`src/rtl/data_mem_access_unit.sv`:
```
// data_mem_access_unit: MEM-stage load/store unit driving a req/ack word bus.
// Optional ack watchdog is compiled in when DMEM_TIMEOUT_EN is defined.
module data_mem_access_unit #(
  parameter int ADDR_W         = 32,
  parameter int TIMEOUT_CYCLES = 255
) (
  input  logic              CLK,
  input  logic              RESET,
  input  logic [3:0]        READ_WRITE,
  input  logic [ADDR_W-1:0] ADDRESS,
  input  logic [31:0]       WRITE_DATA,
  output logic [31:0]       READ_DATA,
  output logic              BUSYWAIT,
  output logic              MISALIGNED,
  output logic              BUS_ERROR,
  output logic              MEM_REQ,
  output logic              MEM_WE,
  output logic [ADDR_W-1:0] MEM_ADDR,
  output logic [3:0]        MEM_BE,
  output logic [31:0]       MEM_WDATA,
  input  logic [31:0]       MEM_RDATA,
  input  logic              MEM_ACK
);

  localparam logic [1:0] S_IDLE   = 2'd0;
  localparam logic [1:0] S_ACCESS = 2'd1;
  localparam logic [1:0] S_DONE   = 2'd2;

  if (TIMEOUT_CYCLES < 1) begin : g_bad_timeout
  end

  logic [1:0]        state_q, state_d;
  logic [31:0]       rdata_q;
  logic              mis_q;
  logic              req_q;
  logic              we_q;
  logic [ADDR_W-1:0] addr_q;
  logic [3:0]        be_q;
  logic [31:0]       wdata_q;
  logic              ld_byte_q, ld_half_q, ld_uns_q;
  logic [1:0]        off_q;

  logic is_byte, is_half, is_word, is_store, is_uns;
  logic aligned, start, mis, expire;
  logic [3:0]  be_s;
  logic [31:0] wd_s;
  logic [7:0]  lb;
  logic [15:0] lh;
  logic [31:0] ld_fmt;

  always_comb begin
    is_byte  = 1'b0;
    is_half  = 1'b0;
    is_word  = 1'b0;
    is_store = 1'b0;
    is_uns   = 1'b0;
    case (READ_WRITE[2:0])
      3'b000: is_byte = 1'b1;
      3'b001: is_half = 1'b1;
      3'b010: is_word = 1'b1;
      3'b011: begin is_byte = 1'b1; is_store = 1'b1; end
      3'b100: begin is_byte = 1'b1; is_uns = 1'b1; end
      3'b101: begin is_half = 1'b1; is_uns = 1'b1; end
      3'b110: begin is_half = 1'b1; is_store = 1'b1; end
      3'b111: begin is_word = 1'b1; is_store = 1'b1; end
      default: ;
    endcase
  end

  assign aligned = is_byte
                 | (is_half & ~ADDRESS[0])
                 | (is_word & (ADDRESS[1:0] == 2'b00));
  assign start   = (state_q == S_IDLE) & READ_WRITE[3] & aligned;
  assign mis     = (state_q == S_IDLE) & READ_WRITE[3] & ~aligned;
  assign BUSYWAIT = start | (state_q == S_ACCESS);

  // Stores replicate the datum so any enabled lane carries it.
  always_comb begin
    be_s = 4'b1111;
    wd_s = WRITE_DATA;
    if (is_byte) begin
      be_s = 4'b0001 << ADDRESS[1:0];
      wd_s = {4{WRITE_DATA[7:0]}};
    end else if (is_half) begin
      be_s = ADDRESS[1] ? 4'b1100 : 4'b0011;
      wd_s = {2{WRITE_DATA[15:0]}};
    end
  end

  always_comb begin
    lb = MEM_RDATA[{off_q, 3'b000} +: 8];
    lh = off_q[1] ? MEM_RDATA[31:16] : MEM_RDATA[15:0];
    ld_fmt = MEM_RDATA;
    if (ld_byte_q)
      ld_fmt = ld_uns_q ? {24'd0, lb} : {{24{lb[7]}}, lb};
    else if (ld_half_q)
      ld_fmt = ld_uns_q ? {16'd0, lh} : {{16{lh[15]}}, lh};
  end

`ifdef DMEM_TIMEOUT_EN
  localparam int CW_RAW = $clog2(TIMEOUT_CYCLES + 1);
  localparam int CW     = (CW_RAW < 8) ? 8 : CW_RAW;

  logic [CW-1:0] cnt_q;
  logic          berr_q;

  // Ack wins when it lands on the same cycle the limit is reached.
  assign expire = (state_q == S_ACCESS) & ~MEM_ACK
                & (cnt_q == CW'(TIMEOUT_CYCLES - 1));

  always_ff @(posedge CLK) begin
    if (RESET) begin
      cnt_q  <= '0;
      berr_q <= 1'b0;
    end else begin
      berr_q <= expire;
      if (start)
        cnt_q <= '0;
      else if ((state_q == S_ACCESS) && !MEM_ACK)
        cnt_q <= cnt_q + 1'b1;
    end
  end

  assign BUS_ERROR = berr_q;
`else
  assign expire    = 1'b0;
  assign BUS_ERROR = 1'b0;
`endif

  always_comb begin
    state_d = state_q;
    unique case (state_q)
      S_IDLE:   if (start) state_d = S_ACCESS;
      S_ACCESS: if (MEM_ACK || expire) state_d = S_DONE;
      S_DONE:   state_d = S_IDLE;
      default:  state_d = S_IDLE;
    endcase
  end

  always_ff @(posedge CLK) begin
    if (RESET) begin
      state_q   <= S_IDLE;
      rdata_q   <= '0;
      mis_q     <= 1'b0;
      req_q     <= 1'b0;
      we_q      <= 1'b0;
      addr_q    <= '0;
      be_q      <= '0;
      wdata_q   <= '0;
      ld_byte_q <= 1'b0;
      ld_half_q <= 1'b0;
      ld_uns_q  <= 1'b0;
      off_q     <= '0;
    end else begin
      state_q <= state_d;
      mis_q   <= mis;
      if (start) begin
        req_q     <= 1'b1;
        we_q      <= is_store;
        addr_q    <= {ADDRESS[ADDR_W-1:2], 2'b00};
        be_q      <= be_s;
        wdata_q   <= wd_s;
        ld_byte_q <= is_byte;
        ld_half_q <= is_half;
        ld_uns_q  <= is_uns;
        off_q     <= ADDRESS[1:0];
      end
      if (state_q == S_ACCESS) begin
        if (MEM_ACK) begin
          req_q <= 1'b0;
          if (!we_q) rdata_q <= ld_fmt;
        end else if (expire) begin
          req_q <= 1'b0;
        end
      end
    end
  end

  assign READ_DATA  = rdata_q;
  assign MISALIGNED = mis_q;
  assign MEM_REQ    = req_q;
  assign MEM_WE     = we_q;
  assign MEM_ADDR   = addr_q;
  assign MEM_BE     = be_q;
  assign MEM_WDATA  = wdata_q;

endmodule

```
`config.mk`:
```
export PLATFORM = sky130hd
export DESIGN_NAME = data_mem_access_unit
export DESIGN_NICKNAME = d
export VERILOG_FILES = /design/src/rtl/data_mem_access_unit.sv
export SDC_FILE = /design/constraint.sdc
export NUM_CORES = 1
export LEC_CHECK = 0
export ABC_AREA = 1
export BUFFER_PORTS_ARGS = -buffer_cell sky130_fd_sc_hd__clkbuf_2
export CAP_MARGIN = 20
export CORE_ASPECT_RATIO = 1.25
export CORE_UTILIZATION = 40
export DETAILED_ROUTE_END_ITERATION = 7
export PLACE_DENSITY = 0.67
export SYNTH_ARGS = -nofsm -noshare
export SYNTH_HDL_FRONTEND = slang
export SYNTH_SLANG_ARGS = --single-unit
```
`constraint.sdc`:
```
create_clock -name CLK -period 1.9 [get_ports CLK]
set_input_delay 0.38 -clock CLK [delete_from_list [all_inputs] [get_ports CLK]]
set_output_delay 0.38 -clock CLK [all_outputs]
set_load 0.005 [all_outputs]
```
==> key figures, run 1 <==
Status
  • Run status: finished clean

Floorplan
  • Die H: roughly 130 um
  • Chip width: 107 um
  • Core box area: 13300 um^2
  • Full die area: 14300 um^2
  • Initial Util: about two fifths
  • I/O pin cnt: roughly 210
  • Site Rows: 47

CTS
  • CTS max path bufs: 2
  • CTS buffer count: 9
  • H-tree levels: 3
  • CTS tree: built
  • CTS Sinks: 108
  • Hold_buf cts: 0
  • Resize count post-CTS: 0
  • Clk root buf: clkbuf_16
  • Clk pin slew, worst setup/hold paths: approximately 0.070 ns
  • Worst-Skew Late Latency: 0.35 ns
  • Post-CTS setup buffers: 0

Global route
  • Initial antenna violation count: 0
  • Total global-route track usage: a little under a quarter
  • Vias in the first global route: 5600
  • Largest net degree at the start of global routing: 65
  • GRT overflow: 0
  • First-pass GRT wire length: between 20000 and 30000 um

Timing
  • Fin. Hold Viols: 0
  • Final period utilization: between 90% and 100%
  • Max Freq: 574 MHz
  • Worst-case clock skew: 0.00522 ns
  • RSZ-0062 raised after global routing: no
  • Setup TNS: 0 ns
  • Max Slew Vio Count: 0
  • Post-layout min period: 1.74 ns
  • # setup viols final: 0

Synth
  • Dominant cell type by area after synthesis: dfxtp_1
  • Register area share after synthesis: 39.2%
  • Syn Area/Cell: 6.46 um^2
  • Top cells by area, synth: dfxtp_1, nand2_1, nor2_1
  • Area share of the leading cell type in the synthesized netlist: 39.2%
  • Synth Register Bits: 108
  • Mapped Area: 5520 um^2
  • Synthesis warning total: 0
  • Netlist cell types: 26
  • Syn Inst Count: roughly 850

Route
  • Drt wl/cell: 13.4 um
  • Drt first pass iters: 6
  • Initial DRC count: 362
  • Routed vias: 5999
  • Routed WL: about 16000 um
  • Via density: 4.94
  • DRC errors left: 0
  • Routed Antenna Nets: 0

Critical path
  • Startpoint types: input pin
  • WP data arrival: 1.36 ns
  • Worst-path fanout max: 9
  • Reg2reg path depth: 9
  • Setup Crit Path Kind: input pin to primary output
  • CP Capture Type: primary output
  • Worst endpoint required time: roughly 1.5 ns

Placement
  • DP Wirelength: 12200 um
  • GP Congestion: 0.913
  • Post-Place Cells: 1199
  • I/O Buffers: 204

Final layout
  • Most common cell after layout, fill and taps aside: clkbuf_2
  • Multi-input logic area: ~2800 um^2
  • Fillcell total: roughly 1400
  • Share of layout cells above drive strength 1: 24.8%
  • ANT cells: 0
  • Area growth syn-to-layout: 28.5%
  • Most frequent cells in the layout: clkbuf_2, nand2_1, nor2_1, dfxtp_1, inv_1
  • Number of nets in the layout: 1142
  • Finished Layout Cells: roughly 1200
  • Register area: between 2000 and 2500 um^2

Power and ir drop
  • Static Leakage: 3.74 nW
  • Peak VDD IR: between 0.3 and 0.4 mV
  • Pwr Density: 847 nW/um^2
  • Overall Power: 6.01 mW

Job
  • Max_cap viols: 0

Min path
  • Hold crit path type: input pin to flop
  • Hold Path Depth: 4
[where the power goes]
| group | switching [mW] | internal, mW |
|---|---|---|
| clock network | 0.863 | 1.32 |
| registers | 0.104 | 2.45 |
| logic | 0.737 | 0.532 |
[cell usage after synthesis]
cell,number
nand2_1,188
nor2_1,185
dfxtp_1,108
inv_1,78
o21ai_0,73
nand3_1,54
nand3b_1,46
clkbuf_1,30
a21oi_1,25
a31oi_1,16
buf_2,13
o211ai_1,8
buf_1,7
buf_6,6
buf_4,4
nand2_2,3
clkinv_1,1
conb_1,1
inv_2,1
inv_4,1
nand2_4,1
nand3_2,1
nand4_1,1
nor2_2,1
nor3b_1,1
o21ai_4,1
[worst max-delay path: stages]
cell and delay (ns):
clkbuf_2 0.12, inv_1 0.07, nand2_1 0.10, o21ai_4 0.07, inv_2 0.06, nand3_2 0.22
nand2_4 0.16, nand2_1 0.06, clkbuf_2 0.11
[layout make-up]
cell class,instances,area share [%]
repair buffers,232,18.2
clock buffers,10,3.37
flip-flops and latches,108,30.5
clock inverters,6,1.57
multi-input cells,607,39.0
well taps,171,3.02
inverters,81,4.32
[flip-flops by register name (all words and copies together) (netlist names)]
register and cells:
MISALIGNED 1, MEM_BE 4, ld_uns_q 1, MEM_WE 1
state_q 2, off_q 2, ld_byte_q 1, MEM_REQ 1
MEM_WDATA 32, READ_DATA 32, MEM_ADDR 30, ld_half_q 1
[per-stage QoR]
stage	util, %	hold slack (ns)	instance area [um^2]	setup WS [ns]
2_1_floorplan	-	0.439	5520	0.169
3_3_place_gp	50.5	0.451	6740	0.188
3_5_place_dp	50.5	0.464	6740	0.140
4_1_cts	53.1	0.317	7090	0.149
5_1_grt	53.1	0.342	7090	0.0656
6_report	53.1	0.327	7090	0.158
[logic make-up (layout without fill, tap and decap cells)]
family | after synthesis | count (layout) | share of synthesized area (%)
AO/OA/AOI/OAI | 123 | 123 | 12.1
buffers and inverters | 141 | 329 | 11.0
flip-flops | 108 | 108 | 39.2
AND/OR/NAND/NOR | 481 | 481 | 37.6
other | 1 | 3 | 0.0680
[worst paths after layout]
check / to / from / slack [ns]
setup / recovery: BUSYWAIT / READ_WRITE[1] / 0.16
setup reg to reg: READ_DATA[29] / off_q[1] / 0.33
hold reg to reg: MEM_BE[3] / MEM_BE[3] / 0.47
hold / removal: MEM_ADDR[21] / ADDRESS[21] / 0.33
[per-layer routing]
metal / part of all wire (%) / track usage (%) / wire length, um
met5: 0 / 0 / 0
met2: 49 / 39.7 / 7950
met3: 7.2 / 5.09 / 1170
met4: 3.1 / 9.89 / 507
met1: 41 / 28.5 / 6690
No activity file was read; power rests on OpenSTA's default activity.
==> inputs of run 2 (changes only) <==
--- a/config.mk
+++ b/config.mk
@@ -11,7 +11,7 @@
 export CORE_ASPECT_RATIO = 1.25
 export CORE_UTILIZATION = 40
 export DETAILED_ROUTE_END_ITERATION = 7
-export PLACE_DENSITY = 0.67
+export PLACE_DENSITY = 0.7
 export SYNTH_ARGS = -nofsm -noshare
 export SYNTH_HDL_FRONTEND = slang
 export SYNTH_SLANG_ARGS = --single-unit
==> constraint.sdc (replaced) <==
create_clock -name CLK -period 1.56 [get_ports CLK]
set_input_delay 0.312 -clock CLK [delete_from_list [all_inputs] [get_ports CLK]]
set_output_delay 0.312 -clock CLK [all_outputs]
set_load 0.005 [all_outputs]
==> run 2 against run 1 <==
Register-to-register slack worse by 0.18 ns. Routed wire length shrank 2.1%. Critical endpoint unchanged. Die area stayed put. Sequential power increased by 22%. First-iteration DRC count down 16%. Total power is 16% higher. Utilization increased by 0.49 points. Sequential share of layout area down 0.24 points. Combinational power grew 26%. Flip-flop and latch count stayed put. Highest routed layer unchanged.
==> key figures, run 2 (synthesis gave the netlist of run 1 again) <==
CTS
  • Hold_buf cts: 0
  • CTS buffer count: 9
  • CTS tree: built
  • H-tree levels: 3
  • CTS Sinks: 108
  • Worst-Skew Late Latency: 0.36 ns
  • Clk pin slew, worst setup/hold paths: 0.08 ns
  • CTS max path bufs: 2
  • Clk root buf: clkbuf_16

Timing
  • RSZ-0062 raised after global routing: yes
  • Worst-case clock skew: slightly below 0.009 ns
  • Worst slew pin tran: between 0.6 and 0.7 ns
  • Max Slew Vio Count: 0
  • Post-layout min period: around 1.5 ns
  • Max Freq: 648 MHz
  • Fin. Hold Viols: 0
  • Final period utilization: 98.9%
  • # setup viols final: 0
  • Slew headroom: 53.7%

Final layout
  • Core Util, Final: between 50% and 60%
  • Most common cell after layout, fill and taps aside: clkbuf_2
  • Finished Layout Cells: ~1200
  • Register area: 2160 um^2
  • Most frequent cells in the layout: clkbuf_2, nand2_1, nor2_1, dfxtp_1, inv_1
  • Area growth syn-to-layout: 29.7%
  • ANT cells: 0
  • Number of nets in the layout: 1151
  • Multi-input logic area: 2770 um^2
  • Share of layout cells above drive strength 1: 25.7%
  • Fillcell total: 1352

Global route
  • Largest net degree at the start of global routing: around 90
  • Total global-route track usage: 22.9%
  • GRT overflow: 0
  • First-pass GRT wire length: 26100 um
  • Vias in the first global route: 5440
  • Initial antenna violation count: 0

Floorplan
  • Core box area: 13300 um^2
  • Chip width: 107 um
  • Site Rows: 47
  • Initial Util: about two fifths
  • Full die area: around 14000 um^2
  • I/O pin cnt: 208
  • Die H: 133 um

Power and ir drop
  • Pwr Density: 971 nW/um^2
  • Static Leakage: 3.76 nW
  • Peak VDD IR: 0.538 mV

Critical path
  • Worst-path fanout max: 2
  • R2R Setup Slk: approximately 0.15 ns
  • Worst endpoint required time: 1.25 ns
  • Reg2reg path depth: 6
  • Setup Crit Path Kind: flop to primary output
  • RR Endpoint: READ_DATA[11]
  • R2R Path Start: off_q[1]
  • Startpoint types: flop
  • WP data arrival: between 1 and 1.5 ns
  • CP Capture Type: primary output

Route
  • Via density: 4.82
  • Initial DRC count: 304
  • Routed WL: around 16000 um
  • Drt first pass iters: 5
  • DRC errors left: 0
  • Drt wl/cell: 13.1 um
  • Routed Antenna Nets: 0
  • Routed vias: 5895

Job
  • Max_cap viols: 0

Placement
  • I/O Buffers: 204
  • Post-Place Cells: 1206
  • DP Wirelength: 12000 um
  • GP Congestion: 0.877

Min path
  • Hold Path Depth: 4
  • Hold crit path type: input pin to flop
  • Hold Path End: MEM_ADDR[30]
  • HP Start: ADDRESS[30]

Status
  • Run status: finished clean
==> run 2: cell types whose count changed in the layout (fill, tap and decap cells not counted), moves of 2 or more <==
cell and change:
buf_4 +5, buf_12 +4, bufinv_16 -3, clkinvlp_4 +2, dfxtp_1 -2, dfxtp_2 +2
inv_6 +2
==> run 2: metrics by stage <==
stage          setup WS, ns  total power [mW]  setup TNS, ns  cell area [um^2]  hold slack [ns]
2_1_floorplan       0.00217              4.09              0              5530            0.439
3_3_place_gp       -0.00674              4.74        -0.0106              6840            0.452
3_5_place_dp        -0.0571              4.76          -1.26              6840            0.461
4_1_cts             -0.0409              7.00        -0.0409              7150            0.245
5_1_grt             -0.0365              7.33        -0.0365              7160            0.277
6_report             0.0168              6.95              0              7160            0.252
==> run 2: layout make-up <==
| type | count | share of cell area [%] |
|---|---|---|
| clock buffer | 9 | 3.15 |
| clock inverter | 7 | 0.839 |
| inverter | 81 | 4.28 |
| multi-input combinational | 607 | 38.8 |
| sequential | 108 | 30.3 |
| tap | 171 | 2.99 |
| timing repair buffer | 241 | 19.7 |
==> run 2: worst max-delay path by stage <==
stage | startpoint | cells past startpoint | slack (ns) | endpoint
6_report | state_q[0] | 5 | 0.02 | BUSYWAIT
5_1_grt | state_q[0] | 5 | -0.04 | BUSYWAIT
4_1_cts | state_q[1] | 5 | -0.04 | BUSYWAIT
2_1_floorplan | READ_WRITE[2] | 8 | 0.002 | BUSYWAIT
3_3_place_gp | READ_WRITE[2] | 8 | -0.007 | BUSYWAIT
3_5_place_dp | READ_WRITE[0] | 9 | -0.06 | BUSYWAIT
==> run 2: critical path, cell delays in order (launching register included) <==
cell and delay [ns]:
dfxtp_2 0.32, nor3b_2 0.19, buf_4 0.15, nand2_4 0.05, nand2_2 0.06, clkbuf_2 0.11
==> run 2: power by group <==
part | leakage (nW) | total, mW | switching (mW) | internal (mW)
Combinational | 2.75 | 1.60 | 0.902 | 0.695
Sequential | 0.887 | 3.11 | 0.129 | 2.98
Clock | 0.131 | 2.25 | 1.14 | 1.11
Total | 3.76 | 6.95 | 2.17 | 4.79
==> run 2: per-layer routing <==
metal	vias up	global-route usage, %	routed length, um
met1	2593	27.3	6910
met5	-	0	0
li1	3085	-	-
met4	0	11.0	475
met2	186	39.7	7760
met3	31	3.77	841
==> run 2: timing repair <==
item / 4_1_cts / 5_1_grt
endpoints found under the setup margin: 1 / 1
buffers inserted: 2 / 0
resized for setup: 2 / 2
pin swaps: 2 / 3
